## src/rtl/alu_share_arb_pkg.sv

```systemverilog
// -----------------------------------------------------------------------------
// alu_share_arb_pkg
// Shared constants for the ALU and the two-port ALU arbiter:
//   - ALU operand width and opcode width
//   - ALUOp opcode encoding (ALU_NOP .. ALU_LUI)
//   - requester count and the round-robin starting pointer
//   - aluReq_t, one ALU operation (operands plus opcode) as a packed bundle
// No ports; imported with "import alu_share_arb_pkg::*;".
// -----------------------------------------------------------------------------
package alu_share_arb_pkg;

  localparam int ALU_WIDTH = 32;
  localparam int ALU_OPW   = 4;

  localparam logic [ALU_OPW-1:0] ALU_NOP  = 4'h0;
  localparam logic [ALU_OPW-1:0] ALU_ADD  = 4'h1;
  localparam logic [ALU_OPW-1:0] ALU_SUB  = 4'h2;
  localparam logic [ALU_OPW-1:0] ALU_AND  = 4'h3;
  localparam logic [ALU_OPW-1:0] ALU_OR   = 4'h4;
  localparam logic [ALU_OPW-1:0] ALU_SLT  = 4'h5;
  localparam logic [ALU_OPW-1:0] ALU_SLTU = 4'h6;
  localparam logic [ALU_OPW-1:0] ALU_NOR  = 4'h7;
  localparam logic [ALU_OPW-1:0] ALU_SLL  = 4'h8;
  localparam logic [ALU_OPW-1:0] ALU_SRL  = 4'h9;
  localparam logic [ALU_OPW-1:0] ALU_LUI  = 4'hA;

  // Two requesters share the ALU. The pointer starts at requester 1 so that
  // requester 0 wins the first tie after reset.
  localparam int   NUM_REQ  = 2;
  localparam logic RR_START = 1'b1;

  typedef struct packed {
    logic [ALU_WIDTH-1:0] a;
    logic [ALU_WIDTH-1:0] b;
    logic [ALU_OPW-1:0]   op;
  } aluReq_t;

endpackage

```

## src/rtl/alu_share_arb_alu.sv

```systemverilog
// -----------------------------------------------------------------------------
// alu
// Purely combinational ALU used by the multi-cycle controller.
// Ports:
//   i_a      operand A (also the shift amount for SLL/SRL)
//   i_b      operand B (the value shifted by SLL/SRL/LUI)
//   i_aluOp  ALUOp opcode
//   o_c      result
//   o_zero   high when the result is zero
// Unknown opcodes (and NOP) pass operand A through unchanged.
// -----------------------------------------------------------------------------
module alu
  import alu_share_arb_pkg::*;
(
  input  logic [ALU_WIDTH-1:0] i_a,
  input  logic [ALU_WIDTH-1:0] i_b,
  input  logic [ALU_OPW-1:0]   i_aluOp,
  output logic [ALU_WIDTH-1:0] o_c,
  output logic                 o_zero
);

  logic [ALU_WIDTH-1:0] w_result;
  logic                 w_slt;
  logic                 w_sltu;

  assign w_slt  = $signed(i_a) < $signed(i_b);
  assign w_sltu = i_a < i_b;

  // Opcode decode. The shift ops move B by the low five bits of A, which
  // matches how the controller feeds shamt through the A operand.
  always_comb begin
    w_result = i_a;
    case (i_aluOp)
      ALU_NOP:  w_result = i_a;
      ALU_ADD:  w_result = i_a + i_b;
      ALU_SUB:  w_result = i_a - i_b;
      ALU_AND:  w_result = i_a & i_b;
      ALU_OR:   w_result = i_a | i_b;
      ALU_SLT:  w_result = {{(ALU_WIDTH-1){1'b0}}, w_slt};
      ALU_SLTU: w_result = {{(ALU_WIDTH-1){1'b0}}, w_sltu};
      ALU_NOR:  w_result = ~(i_a | i_b);
      ALU_SLL:  w_result = i_b << i_a[4:0];
      ALU_SRL:  w_result = i_b >> i_a[4:0];
      ALU_LUI:  w_result = {i_b[15:0], 16'h0000};
      default:  w_result = i_a;
    endcase
  end

  assign o_c    = w_result;
  assign o_zero = (w_result == '0);

endmodule

```

## src/rtl/alu_share_arb.sv

```systemverilog
// -----------------------------------------------------------------------------
// alu_share_arb
// Shares one combinational ALU between two requesters with round-robin
// arbitration. Each requester has a valid/ready operation port and a
// one-entry registered response slot with its own valid/ready handshake.
// Ports:
//   clk, rstn                    clock, synchronous active-low reset
//   reqN_valid / reqN_ready      operation handshake for requester N
//   reqN_a, reqN_b, reqN_op      operands and ALU opcode
//   rspN_valid / rspN_ready      response slot handshake for requester N
//   rspN_c, rspN_zero            captured ALU result and zero flag
//   last_grant                   index of the most recent grant (debug)
// -----------------------------------------------------------------------------
module alu_share_arb
  import alu_share_arb_pkg::*;
#(
  parameter int WIDTH = 32,
  parameter int OPW   = 4
) (
  input  logic             clk,
  input  logic             rstn,

  input  logic             req0_valid,
  output logic             req0_ready,
  input  logic [WIDTH-1:0] req0_a,
  input  logic [WIDTH-1:0] req0_b,
  input  logic [OPW-1:0]   req0_op,
  output logic             rsp0_valid,
  input  logic             rsp0_ready,
  output logic [WIDTH-1:0] rsp0_c,
  output logic             rsp0_zero,

  input  logic             req1_valid,
  output logic             req1_ready,
  input  logic [WIDTH-1:0] req1_a,
  input  logic [WIDTH-1:0] req1_b,
  input  logic [OPW-1:0]   req1_op,
  output logic             rsp1_valid,
  input  logic             rsp1_ready,
  output logic [WIDTH-1:0] rsp1_c,
  output logic             rsp1_zero,

  output logic             last_grant
);

  if (WIDTH != ALU_WIDTH) begin : g_badWidth
    $error("alu_share_arb: WIDTH must be 32 to match the ALU");
  end
  if (OPW != ALU_OPW) begin : g_badOpw
    $error("alu_share_arb: OPW must match the ALUOp encoding width");
  end
  if (NUM_REQ != 2) begin : g_badReqCount
    $error("alu_share_arb: arbiter is built for exactly two requesters");
  end

  logic             r_rsp0Valid;
  logic [WIDTH-1:0] r_rsp0C;
  logic             r_rsp0Zero;
  logic             r_rsp1Valid;
  logic [WIDTH-1:0] r_rsp1C;
  logic             r_rsp1Zero;
  logic             r_lastGrant;

  logic             w_elig0;
  logic             w_elig1;
  logic             w_grant0;
  logic             w_grant1;
  aluReq_t          w_req0;
  aluReq_t          w_req1;
  aluReq_t          w_aluReq;
  logic [WIDTH-1:0] w_aluC;
  logic             w_aluZero;

  // A requester is eligible when it has an operation and its slot is either
  // empty or being drained this very cycle. Gating with rstn keeps both ready
  // outputs low during reset so no handshake can complete in that cycle.
  assign w_elig0 = rstn & req0_valid & (~r_rsp0Valid | rsp0_ready);
  assign w_elig1 = rstn & req1_valid & (~r_rsp1Valid | rsp1_ready);

  // On a tie the requester that did not win last time is granted; otherwise
  // the lone eligible requester wins. At most one grant is ever high.
  assign w_grant0 = w_elig0 & (~w_elig1 | r_lastGrant);
  assign w_grant1 = w_elig1 & (~w_elig0 | ~r_lastGrant);

  assign req0_ready = w_grant0;
  assign req1_ready = w_grant1;

  assign w_req0 = {req0_a, req0_b, req0_op};
  assign w_req1 = {req1_a, req1_b, req1_op};

  // Operand mux into the shared ALU. With no grant the requester 0 operands
  // are presented; that result is never captured.
  always_comb begin
    w_aluReq = w_req0;
    if (w_grant1) begin
      w_aluReq = w_req1;
    end
  end

  alu u_alu (
    .i_a     (w_aluReq.a),
    .i_b     (w_aluReq.b),
    .i_aluOp (w_aluReq.op),
    .o_c     (w_aluC),
    .o_zero  (w_aluZero)
  );

  // Requester 0 response slot. A capture takes priority over a drain, so a
  // slot that is drained and refilled in the same cycle stays valid with the
  // new result. A plain drain only clears valid; the data keeps its value.
  always_ff @(posedge clk) begin
    if (!rstn) begin
      r_rsp0Valid <= 1'b0;
      r_rsp0C     <= '0;
      r_rsp0Zero  <= 1'b0;
    end else if (w_grant0) begin
      r_rsp0Valid <= 1'b1;
      r_rsp0C     <= w_aluC;
      r_rsp0Zero  <= w_aluZero;
    end else if (rsp0_ready) begin
      r_rsp0Valid <= 1'b0;
    end
  end

  // Requester 1 response slot, same behaviour as slot 0.
  always_ff @(posedge clk) begin
    if (!rstn) begin
      r_rsp1Valid <= 1'b0;
      r_rsp1C     <= '0;
      r_rsp1Zero  <= 1'b0;
    end else if (w_grant1) begin
      r_rsp1Valid <= 1'b1;
      r_rsp1C     <= w_aluC;
      r_rsp1Zero  <= w_aluZero;
    end else if (rsp1_ready) begin
      r_rsp1Valid <= 1'b0;
    end
  end

  // Fairness pointer: remembers the last winner and only moves on a grant,
  // so idle cycles do not disturb who wins the next tie.
  always_ff @(posedge clk) begin
    if (!rstn) begin
      r_lastGrant <= RR_START;
    end else if (w_grant0) begin
      r_lastGrant <= 1'b0;
    end else if (w_grant1) begin
      r_lastGrant <= 1'b1;
    end
  end

  assign rsp0_valid = r_rsp0Valid;
  assign rsp0_c     = r_rsp0C;
  assign rsp0_zero  = r_rsp0Zero;
  assign rsp1_valid = r_rsp1Valid;
  assign rsp1_c     = r_rsp1C;
  assign rsp1_zero  = r_rsp1Zero;
  assign last_grant = r_lastGrant;

endmodule

```

## config.mk

```make
export PLATFORM = sky130hd
export DESIGN_NAME = alu_share_arb
export DESIGN_NICKNAME = d
export VERILOG_FILES = /design/src/rtl/alu_share_arb_pkg.sv /design/src/rtl/alu_share_arb_alu.sv /design/src/rtl/alu_share_arb.sv
export SDC_FILE = /design/constraint.sdc
export NUM_CORES = 1
export LEC_CHECK = 0
export BUFFER_PORTS_ARGS = -buffer_cell sky130_fd_sc_hd__buf_2
export CAP_MARGIN = 30
export CELL_PAD_IN_SITES_DETAIL_PLACEMENT = 1
export CELL_PAD_IN_SITES_GLOBAL_PLACEMENT = 2
export CORE_ASPECT_RATIO = 0.6
export CORE_MARGIN = 3
export CORE_UTILIZATION = 38
export DETAILED_ROUTE_END_ITERATION = 6
export PLACE_DENSITY_LB_ADDON = 0.25
export SETUP_SLACK_MARGIN = 0.3
export SYNTH_ARGS = -nofsm -noshare
export SYNTH_HDL_FRONTEND = slang
export SYNTH_SLANG_ARGS = --single-unit
```

## constraint.sdc

```tcl
create_clock -name clk -period 12.1 [get_ports clk]
set_clock_uncertainty 0.2 [all_clocks]
set_input_delay 2.42 -clock clk [delete_from_list [all_inputs] [get_ports clk]]
set_output_delay 2.42 -clock clk [all_outputs]
set_load 0.02 [all_outputs]
```

==> summary.txt, run 1 <==
Logic synthesis
  – Post-synth ARST share: 0%
  – Post-synthesis cell type count: 97
  – Syn Area/Cell: 7.51 µm²
  – Seq/Total Area, Yosys: 8.20%
  – EDFF count, synth: 0
  – Synthesis-stage register bit count: 69
  – Mapped Cells: 2,243
  – Yosys warning count: 0
  – Syn Nets: 2,485
  – Most common flop cell mapped by yosys: dfxtp_1
  – Cell area after synthesis: 16,800 µm²

GRT
  – First-pass GRT wire length: 147,000 µm
  – Total gr overflow: 0
  – Initial antenna violation count: 9
  – Largest net degree at the start of global routing: 113
  – Vias in the first global route: 19,700
  – GRT Total Usage: 42.6%

CTS
  – Clock sink total: 69
  – Cts hold-fix bufs: 0
  – CTS Root Cell: clkbuf_16
  – H-tree lvl count: 3
  – Skew-Pair Late Insertion Delay: 0.36 ns
  – Total CTS buffers: 9
  – Clock-pin slew on the worst setup and hold paths: 0.06 ns
  – Post-cts sizing count: 0
  – TritonCTS clock tree: yes
  – Largest buffer count on any clock path: 2
  – Post-CTS Setup Inserts: 0

Setup path
  – Req. time, crit path: 12.13 ns
  – CP Class: in2reg
  – CP startpoint: rstn
  – Reg2reg end: rsp0_zero
  – Startpoint types: primary input
  – CP arrival: 9.90 ns
  – Worst r2r path cells: 18
  – CP Capture Type: flip-flop
  – CP max FO: 72
  – Worst r2r src: rsp0_valid
  – FF-to-FF setup slack: 4.55 ns
  – Worst Setup EP: rsp0_zero

Final layout
  – Final instance area: 18,600 µm²
  – Layout Nets: 2,571
  – Ratio of cells with drive above 1 in the final layout: 20.6%
  – Leading cell type in the layout, fill and taps excluded: nand2_1
  – Area delta synth->final: 10.2%
  – Most frequent cells in the layout: 293 x nand2_1, 211 x buf_2, 168 x mux2i_1
  – Fill cells: 5,410

Placement
  – I/O Buffers: 212
  – GP Congestion: 1.06
  – Detailed-placement wirelength estimate: 81,900 µm
  – Placed Area: 18,200 µm²

Routing
  – DRC: 0
  – Mean number of vias per cell: 7.15
  – Pre-antenna DRT Iters: 7
  – Final WL: 103,000 µm
  – Post-DR wirelength/cell: 35.3 µm
  – Via count: 20,800
  – DRT iter0 DRCs: 3,202
  – Final ANT Viol Nets: 0

Pwr
  – Maximum vdd drop: 0.0772 mV
  – Pint: 766 µW
  – Logic pwr share: 67.2%
  – Leakage Power: 0.00792 µW
  – Power per cell area: 88.8 nW/µm²
  – Reg power frac: 15.6%
  – Sw frac: 53.5%
  – P_sw: 882 µW
  – Clk pwr share: 17.3%

STA
  – Minimum hold slack: 0.256 ns
  – Final period utilization: 81.5%
  – Fmax: 101 MHz
  – Setup tns final: 0 ns
  – Slew Limit Fails: 0
  – Hold Violations, Final: 0
  – Final-report setup violation count: 0
  – Slew @ Worst Pin: 1.17 ns
  – Post-layout min period: 9.87 ns
  – RSZ-0062 raised after global routing: no
  – Slew margin rel.: 20.8%

Floorplan
  – DIE HEIGHT: 169 µm
  – Chip width: 278 µm
  – Num ports: 213
  – Initial Util: 38.7%
  – Core Rows: 59
  – Core Region: 43,600 µm²
  – Die area: 47,000 µm²

Run status
  – Outcome: finished clean

Worst hold path
  – Hold Crit Class: reg2reg

Flow run
  – Max-Cap Viols: 0
[per-stage QoR]
step / utilization (%) / std cells / total power [µW] / setup WS (ns)
detailed placement: 41.9 / 2896 / 1310 / 2.28
CTS: 42.6 / 2912 / 1600 / 2.61
global placement: 41.8 / 2893 / 1300 / 2.58
finish: 42.6 / 2915 / 1650 / 2.23
floorplan: - / 2243 / 902 / 3.59
global route: 42.6 / 2914 / 1710 / 1.92
[cell families after synthesis]
group	count (synthesis)	synth area share [%]
compound gates	595	25.2
xor+xnor	17	0.884
fa+ha+maj	100	7.52
buf+inv	310	7.95
flops	69	8.20
mux	319	26.6
simple gates	833	23.7
[flip-flops by register name (all words and copies together), names as in the netlist]
signal and count:
rsp0_c 32, rsp0_valid 1, last_grant 1, rsp1_valid 1, rsp0_zero 1, rsp1_c 32
rsp1_zero 1
[Yosys cell counts, types with 41 or more instances]
library cell | instances | area share [%]
nand2_1 | 293 | 6.5
mux2i_1 | 172 | 10
nor2_1 | 159 | 3.5
o21ai_0 | 126 | 3.7
clkbuf_1 | 114 | 2.5
inv_1 | 106 | 2.4
ha_1 | 98 | 7.3
mux4_2 | 97 | 13
a21oi_1 | 91 | 2.7
nand3_1 | 80 | 2.4
nor3_1 | 78 | 2.3
dfxtp_1 | 69 | 8.2
mux2_2 | 48 | 3.2
a211oi_1 | 41 | 1.8
buf_2 | 41 | 1.2
[power by group through the flow]
stage                     registers, µW  logic [µW]  clock network (µW)
after floorplan                     282         620                   0
after global placement              260        1030                   0
after detailed placement            262        1050                   0
after CTS                           257        1050                 287
after global routing                259        1150                 299
final                               256        1110                 285
[layer usage]
| layer | track usage (%) | routed length (µm) |
|---|---|---|
| met3 | 17.3 | 15400 |
| met1 | 63.1 | 46100 |
| met5 | 0.923 | 197 |
| met2 | 56.4 | 38500 |
| met4 | 9.03 | 2820 |
[worst min-delay path by stage]
stage,start,to,cells past startpoint,slack [ns]
after CTS,rsp1_c[0],rsp1_c[0],2,0.26
after global placement,rsp1_c[3],rsp1_c[3],2,0.24
after floorplan,rsp1_c[0],rsp1_c[0],2,0.33
after global routing,rsp1_c[17],rsp1_c[17],2,0.28
after detailed placement,rsp1_c[0],rsp1_c[0],2,0.25
final,rsp1_c[15],rsp1_c[15],2,0.26
[area by class of cell]
cell class | instances | area (µm²) | area share, %
well taps | 579 | 724 | 3.90
multi-input cells | 1864 | 14200 | 76.4
clock buffers | 10 | 239 | 1.29
flip-flops and latches | 69 | 1380 | 7.44
clock inverters | 6 | 70.1 | 0.377
diodes | 2 | 5.00 | 0.0270
repair buffers | 274 | 1540 | 8.30
inverters | 111 | 422 | 2.27
[critical path, stage by stage]
cell and delay [ns]:
buf_2 0.08, buf_4 0.55, and2_4 0.31, o211ai_4 0.11, inv_6 0.50, buf_4 0.64, mux2i_1 0.93, inv_1 0.12
ha_1 0.68, a21oi_1 0.14, o21ai_0 0.46, o211ai_1 0.17, a32oi_1 0.76, a21oi_1 0.18, o31ai_1 0.34, o221ai_1 0.15
o311ai_0 0.26, nor4b_2 0.32, nand4b_1 0.17, o41ai_1 0.41
(Power assumes the default switching activity.)
==> run 2: changes to the inputs <==
--- a/config.mk
+++ b/config.mk
@@ -5,13 +5,14 @@
 export SDC_FILE = /design/constraint.sdc
 export NUM_CORES = 1
 export LEC_CHECK = 0
+export ABC_AREA = 1
 export BUFFER_PORTS_ARGS = -buffer_cell sky130_fd_sc_hd__buf_2
 export CAP_MARGIN = 30
 export CELL_PAD_IN_SITES_DETAIL_PLACEMENT = 1
 export CELL_PAD_IN_SITES_GLOBAL_PLACEMENT = 2
 export CORE_ASPECT_RATIO = 0.6
 export CORE_MARGIN = 3
-export CORE_UTILIZATION = 38
+export CORE_UTILIZATION = 29
 export DETAILED_ROUTE_END_ITERATION = 6
 export PLACE_DENSITY_LB_ADDON = 0.25
 export SETUP_SLACK_MARGIN = 0.3
==> constraint.sdc (replaced) <==
create_clock -name clk -period 9.8 [get_ports clk]
set_clock_uncertainty 0.2 [all_clocks]
set_input_delay 1.96 -clock clk [delete_from_list [all_inputs] [get_ports clk]]
set_output_delay 1.96 -clock clk [all_outputs]
set_load 0.02 [all_outputs]
==> run 2 against run 1 <==
Effect of this change:
- highest routed layer is now met4
- largest cell class unchanged
- first-iteration DRC count is 21% lower
- core utilization is 8.5 points lower
- setup slack worse by 0.56 ns
- sequential share of layout area is 1.8 points higher
- register-to-register slack worse by 1.3 ns
- hold slack worse by 0.00056 ns
- via count is 11% lower
- cell count is 11% higher
- sequential power is 29% higher
- synthesized cell count is 13% higher
==> summary.txt, run 2 <==
CTS
  – Clock-pin slew on the worst setup and hold paths: 0.06 ns (about the same)
  – Post-cts sizing count: 0 (unchanged)
  – Total CTS buffers: 9 (unchanged)
  – Skew-Pair Late Insertion Delay: 0.35 ns (about the same)
  – Cts hold-fix bufs: 0 (unchanged)
  – Largest buffer count on any clock path: 2 (unchanged)
  – Post-CTS Setup Inserts: 0 (unchanged)
  – H-tree lvl count: 3 (unchanged)
  – TritonCTS clock tree: yes
  – CTS Root Cell: clkbuf_16
  – Clock sink total: 69 (unchanged)

Final layout
  – Most frequent cells in the layout: 752 x nand2_1, 431 x nand3_1, 312 x inv_1
  – Leading cell type in the layout, fill and taps excluded: nand2_1
  – Layout Nets: 2,901 (+13%)
  – Ratio of cells with drive above 1 in the final layout: 11.1% (-9.5 points)
  – Fill cells: 6,209 (+15%)
  – Area delta synth->final: 14.4%
  – Final instance area: 15,000 µm² (-19%)
  – Core Util, Final: 34.1% (-8.5 points)

Worst hold path
  – Hold Crit Class: reg2reg

Logic synthesis
  – Most common flop cell mapped by yosys: dfxtp_1
  – Post-synth top area cell: nand2_1
  – Seq/Total Area, Yosys: 10.5% (+2.3 points)
  – Cell area after synthesis: 13,100 µm² (-22%)
  – Post-synth ARST share: 0% (unchanged)
  – Post-synthesis cell type count: 44 (-55%)
  – Largest cells by area after synthesis: nand2_1 22%, nand3_1 16%, dfxtp_1 11%
  – Syn Nets: 2,768 (+11%)
  – Synthesis-stage register bit count: 69 (unchanged)
  – Synth top area share: 21.6% (+8.6 points)
  – EDFF count, synth: 0 (unchanged)
  – Leading cell types by count after synthesis: 753 x nand2_1, 431 x nand3_1, 312 x inv_1
  – Yosys warning count: 0 (unchanged)
  – Mapped Cells: 2,526 (+13%)
  – Most common cell in the synthesized netlist: nand2_1
  – Syn Area/Cell: 5.19 µm² (-31%)

Routing
  – Mean number of vias per cell: 5.72 (-20%)
  – Final WL: 85,700 µm (-17%)
  – Pre-antenna DRT Iters: 5 (-2)
  – Final ANT Viol Nets: 0 (unchanged)
  – DRC: 0 (unchanged)
  – Post-DR wirelength/cell: 26.4 µm (-25%)
  – Via count: 18,600 (-11%)
  – DRT iter0 DRCs: 2,543 (-21%)

Setup path
  – Crit path top cell by count: nand2_1
  – CP Class: in2reg
  – FF-to-FF setup slack: 3.21 ns (-1.34 ns)
  – Startpoint types: primary input
  – CP max FO: 68 (-5.6%)
  – CP Capture Type: flip-flop
  – Crit path buffers/inverters: 5 (unchanged)
  – Req. time, crit path: 9.87 ns (-2.26 ns)
  – Critical Path Slowest Stage Cell: nand2_4
  – CP max stage delay: 0.62 ns (-0.31 ns)
  – Largest delay share family, worst path: simple AND/OR/NAND/NOR gates
  – CP arrival: 8.19 ns (-1.71 ns)

GRT
  – GRT Total Usage: 34.6% (-8.0 points)
  – Total gr overflow: 0 (unchanged)
  – Initial antenna violation count: 6 (-3)
  – Vias in the first global route: 17,200 (-13%)
  – First-pass GRT wire length: 121,000 µm (-18%)
  – Largest net degree at the start of global routing: 69 (-39%)

STA
  – Setup tns final: 0 ns (unchanged)
  – Slew margin rel.: 32.6% (+12 points)
  – Hold Violations, Final: 0 (unchanged)
  – Slew Limit Fails: 0 (unchanged)
  – RSZ-0062 raised after global routing: no
  – Post-layout min period: 8.13 ns
  – Minimum hold slack: 0.256 ns (-0.000555 ns)
  – Slew @ Worst Pin: 1.00 ns (-0.172 ns)
  – Final-report setup violation count: 0 (unchanged)
  – Final period utilization: 82.9%
  – Fmax: 123 MHz
  – Final worst slack: 1.67 ns (-0.561 ns)

Floorplan
  – Chip width: 280 µm (+0.96%)
  – Core Region: 44,000 µm² (+1.0%)
  – Initial Util: 29.8% (-8.9 points)
  – DIE HEIGHT: 171 µm (+0.94%)
  – Die area: 47,900 µm² (+1.9%)
  – Num ports: 213 (unchanged)
  – Core Rows: 59 (unchanged)

Flow run
  – Max-Cap Viols: 0 (unchanged)

Placement
  – Placed Area: 14,600 µm² (-20%)
  – GP Congestion: 1.02 (-4.1%)
  – Detailed-placement wirelength estimate: 71,000 µm (-13%)
  – I/O Buffers: 212 (unchanged)
  – Pre-CTS WS: 1.64 ns (-0.647 ns)

Pwr
  – Power per cell area: 137 nW/µm² (+54%)
  – Maximum vdd drop: 0.112 mV (+45%)
  – Leakage Power: 0.00809 µW (+2.1%)

Run status
  – Outcome: finished clean
run 2: final timing paths:
kind | start | endpoint | depth (start not counted)
max | rstn | rsp0_zero | 30
min | rsp1_c[1] | rsp1_c[1] | 2
max reg2reg | rsp0_valid | rsp0_zero | 28
min reg2reg | rsp1_c[1] | rsp1_c[1] | 2
run 2: per-stage QoR:
step / power [µW] / instances
after global routing: 2160 / 3243
after CTS: 2000 / 3243
after global placement: 1590 / 3227
after floorplan: 1110 / 2526
after detailed placement: 1610 / 3227
final: 2050 / 3244
run 2: final cells by class:
type / instances / area (µm²) / area share [%]
tap: 579 / 724 / 4.83
timing repair buffer: 245 / 1320 / 8.81
clock buffer: 11 / 243 / 1.62
clock inverter: 5 / 108 / 0.718
multi-input combinational: 2008 / 9990 / 66.6
inverter: 326 / 1220 / 8.16
antenna: 1 / 2.50 / 0.0167
sequential: 69 / 1380 / 9.21
run 2: worst min-delay path: cells and delay by family, from the launching register on:
kind,cells,cell delay [ns]
DFF,1,0.32
and+or+nand+nor,1,0.05
AOI/OAI and AO/OA,1,0.05
run 2: cells by family (layout without fill, tap and decap cells):
family	after synthesis	count (layout)	synth area share, %
adders and majority gates	100	100	9.66
and+or+nand+nor	1525	1525	50.1
AOI/OAI and AO/OA	373	373	15.3
xor gates and xnor gates	10	10	0.668
buffers and inverters	449	587	13.7
DFF	69	69	10.5
other	0	1	0
run 2: routing by layer:
layer  global-route usage (%)  share of wire (%)  up-vias
met4                     3.79                1.3        0
met3                     10.3                 13       64
li1                         -                  -     8452
met2                     44.1                 36      941
met5                        0                  0        -
met1                     56.0                 50     9100
run 2: power by group:
group | internal (µW) | leakage (µW) | switching [µW]
Combinational | 338 | 0.00735 | 995
Sequential | 309 | 0.000568 | 19.8
Clock | 257 | 0.000170 | 132
